### src/rtl/colour_output_pkg.sv
// Shared definitions for the gate-array colour output stage: write function codes,
// screen modes and the CPC hardware-colour to RGB-level table.
package colour_output_pkg;

    typedef enum logic [1:0] {
        FN_PEN  = 2'b00,
        FN_INK  = 2'b01,
        FN_MODE = 2'b10,
        FN_NONE = 2'b11
    } wr_fn_e;

    typedef enum logic [1:0] {
        MODE_0 = 2'd0,
        MODE_1 = 2'd1,
        MODE_2 = 2'd2,
        MODE_3 = 2'd3
    } mode_e;

    localparam int unsigned PALETTE_DEPTH = 17;
    localparam logic [4:0]  BORDER_PEN    = 5'd16;

    // Each entry is {red, green, blue}, two bits per channel: 00 off, 01 half, 10 full.
    localparam logic [5:0] COLOUR_TABLE [32] = '{
        6'b01_01_01, 6'b01_01_01, 6'b00_10_01, 6'b10_10_01,  // 00-03
        6'b00_00_01, 6'b10_00_01, 6'b00_01_01, 6'b10_01_01,  // 04-07
        6'b10_00_01, 6'b10_10_01, 6'b10_10_00, 6'b10_10_10,  // 08-0B
        6'b10_00_00, 6'b10_00_10, 6'b10_01_00, 6'b10_01_10,  // 0C-0F
        6'b00_00_01, 6'b00_10_01, 6'b00_10_00, 6'b00_10_10,  // 10-13
        6'b00_00_00, 6'b00_00_10, 6'b00_01_00, 6'b00_01_10,  // 14-17
        6'b01_00_01, 6'b01_10_01, 6'b01_10_00, 6'b01_10_10,  // 18-1B
        6'b01_00_00, 6'b01_00_10, 6'b01_01_00, 6'b01_01_10   // 1C-1F
    };

    function automatic logic [5:0] colour_rgb(input logic [4:0] hw_colour);
        return COLOUR_TABLE[hw_colour];
    endfunction

endpackage

### src/rtl/colour_output_if.sv
// CPU-side gate-array register write bus: a one-cycle strobe plus 8-bit data.
interface colour_output_if;
    logic       WR_STB;
    logic [7:0] WR_DATA;

    modport master (output WR_STB, output WR_DATA);
    modport slave  (input  WR_STB, input  WR_DATA);
endinterface

### src/rtl/colour_output_palette_ram.sv
// 17-entry ink palette: one synchronous write port, one asynchronous read port.
module colour_output_palette_ram
    import colour_output_pkg::*;
#(
    parameter logic [4:0] RESET_INK = 5'h14
) (
    input  logic       CLK_n,
    input  logic       RESET,
    input  logic       wr_en,
    input  logic [4:0] wr_addr,
    input  logic [4:0] wr_ink,
    input  logic [4:0] rd_addr,
    output logic [4:0] rd_ink
);

    logic [4:0] mem [PALETTE_DEPTH];

    // NOTE: this small register file is deliberately reset entry by entry; a large
    // RAM would normally have no reset, but the palette must power up as black.
    always_ff @(posedge CLK_n) begin
        if (RESET) begin
            for (int i = 0; i < PALETTE_DEPTH; i++) mem[i] <= RESET_INK;
        end else if (wr_en && (wr_addr <= BORDER_PEN)) begin
            mem[wr_addr] <= wr_ink;
        end
    end

    assign rd_ink = (rd_addr <= BORDER_PEN) ? mem[rd_addr] : RESET_INK;

endmodule

### src/rtl/colour_output.sv
// Gate-array colour output: pen/ink/mode registers, HSYNC-aligned mode switch and a
// two-register pixel pipeline from shifter pen index to RGB levels.
module colour_output
    import colour_output_pkg::*;
#(
    parameter logic [4:0] RESET_INK  = 5'h14,
    parameter logic [1:0] RESET_MODE = 2'd1
) (
    input  logic                  CLK_n,
    input  logic                  RESET,
    colour_output_if.slave        wr_bus,
    input  logic [3:0]            CIDX,
    input  logic                  PIX_STB,
    input  logic                  BORDER,
    input  logic                  BLANK,
    input  logic                  HSYNC,
    output logic [1:0]            MODE,
    output logic [1:0]            RED,
    output logic [1:0]            GREEN,
    output logic [1:0]            BLUE
);

    wr_fn_e     wr_fn;
    logic [4:0] pen_sel;
    mode_e      pending_mode;
    mode_e      active_mode;
    logic       hsync_q;
    logic       hsync_rise;

    logic [3:0] pen_next;
    logic [3:0] pen_q;
    logic       border_q;
    logic       blank_q;

    logic [4:0] rd_addr;
    logic [4:0] rd_ink;
    logic [5:0] rgb_next;
    logic [5:0] rgb_q;
    logic       ink_wr;
    logic       unused_wr_bits;

    assign wr_fn          = wr_fn_e'(wr_bus.WR_DATA[7:6]);
    assign ink_wr         = wr_bus.WR_STB && (wr_fn == FN_INK);
    assign hsync_rise     = HSYNC && !hsync_q;
    assign unused_wr_bits = wr_bus.WR_DATA[5];

    // NOTE: all state uses non-blocking assignments so every register samples the
    // pre-edge values; that is what makes a same-cycle mode write miss the HSYNC edge.
    always_ff @(posedge CLK_n) begin
        if (RESET) begin
            pen_sel      <= 5'd0;
            pending_mode <= mode_e'(RESET_MODE);
            active_mode  <= mode_e'(RESET_MODE);
            hsync_q      <= 1'b0;
        end else begin
            hsync_q <= HSYNC;
            if (hsync_rise) active_mode <= pending_mode;
            if (wr_bus.WR_STB) begin
                case (wr_fn)
                    FN_PEN:  pen_sel      <= wr_bus.WR_DATA[4] ? BORDER_PEN : {1'b0, wr_bus.WR_DATA[3:0]};
                    FN_MODE: pending_mode <= mode_e'(wr_bus.WR_DATA[1:0]);
                    default: ;
                endcase
            end
        end
    end

    colour_output_palette_ram #(
        .RESET_INK (RESET_INK)
    ) u_palette (
        .CLK_n   (CLK_n),
        .RESET   (RESET),
        .wr_en   (ink_wr),
        .wr_addr (pen_sel),
        .wr_ink  (wr_bus.WR_DATA[4:0]),
        .rd_addr (rd_addr),
        .rd_ink  (rd_ink)
    );

    // NOTE: every path assigns pen_next first, so no latch can be inferred.
    always_comb begin
        pen_next = CIDX;
        case (active_mode)
            MODE_0:  pen_next = CIDX;
            MODE_2:  pen_next = {3'b000, CIDX[0]};
            default: pen_next = {2'b00, CIDX[1:0]};
        endcase
    end

    always_ff @(posedge CLK_n) begin
        if (RESET) begin
            pen_q    <= 4'd0;
            border_q <= 1'b0;
            blank_q  <= 1'b0;
        end else if (PIX_STB) begin
            pen_q    <= pen_next;
            border_q <= BORDER;
            blank_q  <= BLANK;
        end
    end

    // The palette is read live, so an ink write shows on the very next output register.
    assign rd_addr  = border_q ? BORDER_PEN : {1'b0, pen_q};
    assign rgb_next = blank_q ? 6'd0 : colour_rgb(rd_ink);

    always_ff @(posedge CLK_n) begin
        if (RESET) rgb_q <= 6'd0;
        else       rgb_q <= rgb_next;
    end

    assign MODE  = active_mode;
    assign RED   = rgb_q[5:4];
    assign GREEN = rgb_q[3:2];
    assign BLUE  = rgb_q[1:0];

endmodule

### src/flat_wrapper.sv
// flat-port wrapper written by rule: the top's interface ports become plain ports
module colour_output_flat import colour_output_pkg::*;
#(
    parameter logic [4:0] RESET_INK  = 5'h14,
    parameter logic [1:0] RESET_MODE = 2'd1
)
  (CLK_n, RESET, CIDX, PIX_STB, BORDER, BLANK, HSYNC, MODE, RED, GREEN, BLUE, wr_bus_WR_STB, wr_bus_WR_DATA);
  colour_output_if wr_bus_i ();
  input  logic CLK_n;
  input  logic RESET;
  input  logic [3:0] CIDX;
  input  logic PIX_STB;
  input  logic BORDER;
  input  logic BLANK;
  input  logic HSYNC;
  output logic [1:0] MODE;
  output logic [1:0] RED;
  output logic [1:0] GREEN;
  output logic [1:0] BLUE;
  input wire logic [$bits(wr_bus_i.WR_STB)-1:0] wr_bus_WR_STB;
  input wire logic [$bits(wr_bus_i.WR_DATA)-1:0] wr_bus_WR_DATA;
  assign wr_bus_i.WR_STB = wr_bus_WR_STB;
  assign wr_bus_i.WR_DATA = wr_bus_WR_DATA;
  colour_output #(.RESET_INK(RESET_INK), .RESET_MODE(RESET_MODE)) u_core (.CLK_n(CLK_n), .RESET(RESET), .wr_bus(wr_bus_i), .CIDX(CIDX), .PIX_STB(PIX_STB), .BORDER(BORDER), .BLANK(BLANK), .HSYNC(HSYNC), .MODE(MODE), .RED(RED), .GREEN(GREEN), .BLUE(BLUE));
endmodule
### config.mk
export PLATFORM = sky130hd
export DESIGN_NAME = colour_output_flat
export DESIGN_NICKNAME = d
export VERILOG_FILES = /design/src/rtl/colour_output_pkg.sv /design/src/rtl/colour_output_if.sv /design/src/rtl/colour_output_palette_ram.sv /design/src/rtl/colour_output.sv /design/src/flat_wrapper.sv
export SDC_FILE = /design/constraint.sdc
export NUM_CORES = 1
export LEC_CHECK = 0
export BUFFER_PORTS_ARGS = -buffer_cell sky130_fd_sc_hd__buf_2
export CAP_MARGIN = 10
export CORE_MARGIN = 1.5
export CORE_UTILIZATION = 47
export DETAILED_ROUTE_END_ITERATION = 10
export GPL_TIMING_DRIVEN = 0
export PLACE_DENSITY = 0.7
export SETUP_SLACK_MARGIN = 0.5
export SYNTH_ARGS = -nofsm -noshare
export SYNTH_HDL_FRONTEND = slang
export SYNTH_SLANG_ARGS = --single-unit
### constraint.sdc
create_clock -name CLK_n -period 4.49 [get_ports CLK_n]
set_input_delay 0.898 -clock CLK_n [delete_from_list [all_inputs] [get_ports CLK_n]]
set_output_delay 0.898 -clock CLK_n [all_outputs]
set_load 0.005 [all_outputs]
After elaboration in Yosys (flattened, before gate mapping)
Memory sizes are Yosys's and may differ from the RTL's. A register that Yosys moved wholly into a read port is not among the register bits.
Index checks and enable logic that the tools add are counted.
{ "classes": {"magnitude_cmp": 2, "eq_ne": 3, "n_mux": 12, "bitwise": 1, "n_reduce_logical": 10} }
{ "ops": {"columns": ["operator", "n"], "rows": [
  ["two-way mux 5 bit", 5],
  ["<= comparator 5 bit, second input constant", 2],
  ["one-hot mux 4 bit (2 select lines)", 1],
  ["two-way mux 1 bit", 6],
  ["inverter 5 -> 6 bit", 1],
  ["OR reduction 5 bit", 1],
  ["equality test 2 bit, second input constant", 2],
  ["logical NOT 2 bit", 2],
  ["AND reduction 2 bit", 2],
  ["logical AND 1 bit", 3],
  ["equality test 2 x 1 -> 1 bit, second input constant", 1],
  ["OR reduction 2 bit", 1],
  ["logical NOT 1 bit", 1]
]} }
{ "word_totals": {"register_bits": 16, "ram_bits": 85, "romBits": 192, "inputBits": 19, "output_inout_bits": 8, "word_cells": 37, "n_memories": 2} }
{ "mem_list": {"columns": ["memory", "words", "width", "rd", "rd_clocked_by_memory_dff", "write_ports", "line", "text"], "rows": [
  ["(name not given)", 32, 6, 1, 1, 0, "colour_output_pkg.sv:35", "return COLOUR_TABLE[hw_colour];"],
  ["u_core.u_palette.mem", 17, 5, 1, 0, 17, "colour_output_palette_ram.sv:16", "logic [4:0] mem [PALETTE_DEPTH];"]
]} }

Longest topological paths before layout
{ "logic_depth": {"word_depth": 8, "mapped_depth": 11} }

Cells and area by module
Synthesis repeated with hierarchy kept, for this count alone.
{ "hier_totals": {"cells_unflattened": 415, "hier_area_um2": 5202.5} }
{ "by_module_without_submodules": {"columns": ["module", "n_inst", "cells_per_inst", "area_per_inst_um2", "seq_area_each_um2"], "rows": [
  ["colour_output_palette_ram", 1, 316, 4286.6, 2642.5],
  ["colour_output", 1, 99, 915.9, 440.4]
]} }

Worst setup path before layout
Ideal clock, no wire load.
{ "synth_timing": {"kind": "input -> register", "start": "in RESET", "end": "mem u_core.u_palette.mem[16][0] (enable)", "setup_time_ns": 0.301, "arrival_ns": 2.312, "required_time_ns": 4.189, "setup_slack_ns": 1.878, "path_stages": 6, "path_cell_list": "clkbuf_1 nand4bb_1 or2_1 a211o_1 nor3_1 or2_2"} }
{ "synth_rtl": {"columns": ["item", "line", "text"], "rows": [
  ["start, declared", "flat_wrapper.sv:10", "input logic RESET;"],
  ["end, declared", "colour_output_palette_ram.sv:16", null]
]} }

Final worst setup path
{ "layout_timing": {"start": "reg u_core.border_q", "end": "reg u_core.rgb_q[2]"} }
{ "layout_via": {"elab_chain_cells": 4, "elab_cells_between_ends": 5, "classes_between": "order compare (1); mux (2); bitwise (1); memory (1)"} }
{ "layout_lines": {"columns": ["item", "line", "text"], "rows": [
  ["start, declared", "colour_output.sv:32", "logic border_q;"],
  ["start signal, assigned", "colour_output.sv:93", "border_q <= 1'b0;"],
  ["start signal, assigned", "colour_output.sv:97", "border_q <= BORDER;"],
  ["two-way mux 5 bit *", "colour_output.sv:103", "assign rd_addr = border_q ? BORDER_PEN : {1'b0, pen_q};"],
  ["memory (17 x 5 bit) / <= comparator 5 bit (equally long branches)", null, null],
  ["two-way mux 5 bit *", "colour_output_palette_ram.sv:28", "assign rd_ink = (rd_addr <= BORDER_PEN) ? mem[rd_addr] : RESET_INK;"],
  ["inverter 5 -> 6 bit (not written as such) *", "colour_output_pkg.sv:35", null],
  ["end, declared", "colour_output.sv:38", "logic [5:0] rgb_q;"]
]} }
Mark *: on every way between the ends. The rest lies on a longest branch, timed or not.
A chain may end at the register's enable or synchronous reset.

==> out/results.ini <==
[power]
combPwrFrac_pct=9.2
p_sw_mw=0.450
p_leak_nw=1.88
power.total_mw=1.87
vdd_drop_max_mv=0.152
p_int_mw=1.42
power_frac_seq_pct=59.0
p_clk_share_pct=31.8
switching_share_pct=24.1
power.density_nw_per_um2=332

[timing]
clock_skew_ns=0.0151
slew_viol_final=0
period_needed_ns=2.78
hold_ws_ns=0.470
finalHoldViolCount=0
setup_viol=0
rsz0062_at_grt=no
max_freq_ghz=0.360
fin_crit_sh_pct=61.8
tightest_slew_ns=0.639
finalSetupTns_ns=0
timing.slew.headroom_pct=57.1

[drt]
vias=3478
first_iter_violations=308
postRouteAntennaNets=0
route.detailed.drc=0
routed_wl_mm=12.4
avgRoutedWirePerCell_um=20.5
via_per_inst=5.76
drt_pass1_iterations=5

[floorplan]
start_util_pct=47.9
ioPinCount=27
coreArea_um2=10700
rows=38
dieArea_um2=11600
die_w_um=108
die_y_um=108

[setup_path]
reg2reg_depth=7
start_kind=flop
rrSetupSlack_ns=1.71
worstSetupPathType=reg2reg
rr_startpoint=u_core.border_q
critical_path_required_ns=4.81
end_kind=flop
cp.arrival_ns=3.09
reg2reg_to=u_core.rgb_q[2]
worstPathMaxFanout=5

[global_routing]
overflow=0
track_usage_pct=22.9
grt_pass1_wl_mm=19.1
grt_pass1_vias=3473
grt_max_degree=18
antenna_found_initial=0

[place]
gp_congestion=0.828
placed_cell_area_um2=5440
post-place-cells=588
io_buffers=23
post-dp-hpwl_mm=9.02

[worst_hold_path]
holdPathStages=2
hp-start=u_core.pen_sel[0]
min_path_type=reg2reg
min_to=u_core.pen_sel[0]

[final_layout]
final_cell_area_um2=5630
drive_gt1_share_pct=19.0
num_antenna_cells=0
n_fill_cell=962
final_cells=604
area_delta_synth_final_pct=9.36
nNetsFinal=481

[synthesis]
ys_ff_latch=107
synth_edf_count=85
syn_inst=425
syn_avg_cell_area_um2=12.1
syn_area_um2=5150
synth_area_leaders=edfxtp_1 (50%), dfxtp_1 (8.6%), and2_1 (6.3%)
seq_area_frac_synth_pct=58.1
synth_top_area_share_pct=49.6
syn_nets=447
synth_area_leader_cell=edfxtp_1
synth_warnings=0
postSynth.asyncResetShare_pct=0
ys_types=55
ys.flop_type=edfxtp_1

[clock_network]
clk_path_buf_depth=2
cts_resized=0
clk_latency_ns=0.38
cts_tree=built
clk_root_buffer_cell=clkbuf_8
clock-sinks=107
clk_pin_slew_ns=0.10
cts_hold_buf=0
htreeDepth=3
cts_setup_buffers=0
cts_buffers=9

[job]
maxCapViolations=0

[status]
status=complete, no violations

per-layer routing:
metal | GRT usage [%] | up-vias | wire length, µm
li1 | - | 1612 | -
met1 | 30.4 | 1715 | 5270
met2 | 37.3 | 125 | 6050
met3 | 4.18 | 26 | 743
met4 | 8.93 | 0 | 340
met5 | 0 | - | 0
cells by family after synthesis:
logic type	after synthesis	synth area share, %
simple gates	191	21.8
compound gates	53	8.19
mux	28	7.66
flops	107	58.1
buf+inv	43	3.52
fa+ha+maj	3	0.729
worst max path at each step:
stage	cells after the start	endpoint	startpoint
6_report	7	u_core.rgb_q[2]	u_core.border_q
5_1_grt	7	u_core.rgb_q[2]	u_core.pen_q[2]
4_1_cts	7	u_core.rgb_q[2]	u_core.border_q
3_5_place_dp	6	u_core.u_palette.mem[16][2]	RESET
3_3_place_gp	6	u_core.u_palette.mem[16][3]	RESET
2_1_floorplan	6	u_core.u_palette.mem[16][0]	RESET
worst max-delay path: stages (launching register included):
cell	delay [ns]
dfxtp_1	0.36
and2b_4	0.34
mux4_2	0.50
mux2_2	0.30
a221oi_2	0.41
ha_1	0.30
or3_1	0.37
a21boi_1	0.12
power groups by stage:
stage | clock [mW] | combinational, mW | sequential [mW]
floorplan | 0 | 0.112 | 1.12
global placement | 0 | 0.167 | 1.12
detailed placement | 0 | 0.170 | 1.13
CTS | 0.601 | 0.171 | 1.10
global route | 0.640 | 0.186 | 1.11
finish | 0.595 | 0.171 | 1.10
synthesized netlist by cell type, types with 4 or more instances:
library cell	number
o21ai_0	4
nand2_1	13
a221oi_1	6
nand2b_1	12
nor3b_1	4
inv_1	10
and2_1	52
edfxtp_1	85
a21oi_1	13
nand3b_1	9
nor2_1	27
nand3_1	5
clkbuf_1	18
buf_2	7
inv_2	4
or2_2	20
dfxtp_1	22
mux2i_1	18
or3_1	37
nor2b_1	4
mux4_2	9
cells in the final DEF (no fill, tap or decap), types with 2 or more instances in the layout:
master / netlist / final
a21oi_1: 13 / 13
a221oi_1: 6 / 6
a31oi_1: 3 / 3
and2_1: 52 / 52
buf_1: 2 / 2
buf_2: 7 / 30
clkbuf_1: 18 / 20
clkbuf_8: 0 / 9
dfxtp_1: 22 / 22
edfxtp_1: 85 / 85
ha_1: 3 / 3
inv_1: 10 / 10
inv_2: 4 / 4
inv_6: 0 / 2
mux2i_1: 18 / 18
mux4_2: 9 / 9
nand2_1: 13 / 13
nand2b_1: 12 / 12
nand3_1: 5 / 5
nand3b_1: 9 / 9
nor2_1: 27 / 27
nor2b_1: 4 / 4
nor3_1: 3 / 3
nor3b_1: 4 / 4
o211ai_1: 3 / 3
o21a_1: 2 / 2
o21ai_0: 4 / 4
o221ai_1: 3 / 3
or2_2: 20 / 20
or3_1: 37 / 37
through the flow:
step	utilization, %	setup WS (ns)
after floorplan	-	1.88
after global placement	50.6	1.36
after detailed placement	50.6	1.37
after CTS	52.4	1.73
after global routing	52.4	1.57
final	52.4	1.71
state kept, by name (all words and copies together) (netlist names):
name and flops:
u_core.hsync_q 1, u_core.pending_mode 2, u_core.rgb_q 6, u_core.MODE 2, u_core.blank_q 1, u_core.border_q 1
u_core.pen_sel 5, u_core.u_palette.mem 85, u_core.pen_q 4
layout make-up:
cell class,instances,area [µm²],area share (%)
clock buffer,11,131,2.33
multi-input combinational,275,1970,35.1
buffer,29,129,2.29
sequential,107,2990,53.2
inverter,14,52.6,0.934
timing repair buffer,23,115,2.04
tap,140,175,3.11
clock inverter,5,60.1,1.07
Power figures use the tool's default switching activity.
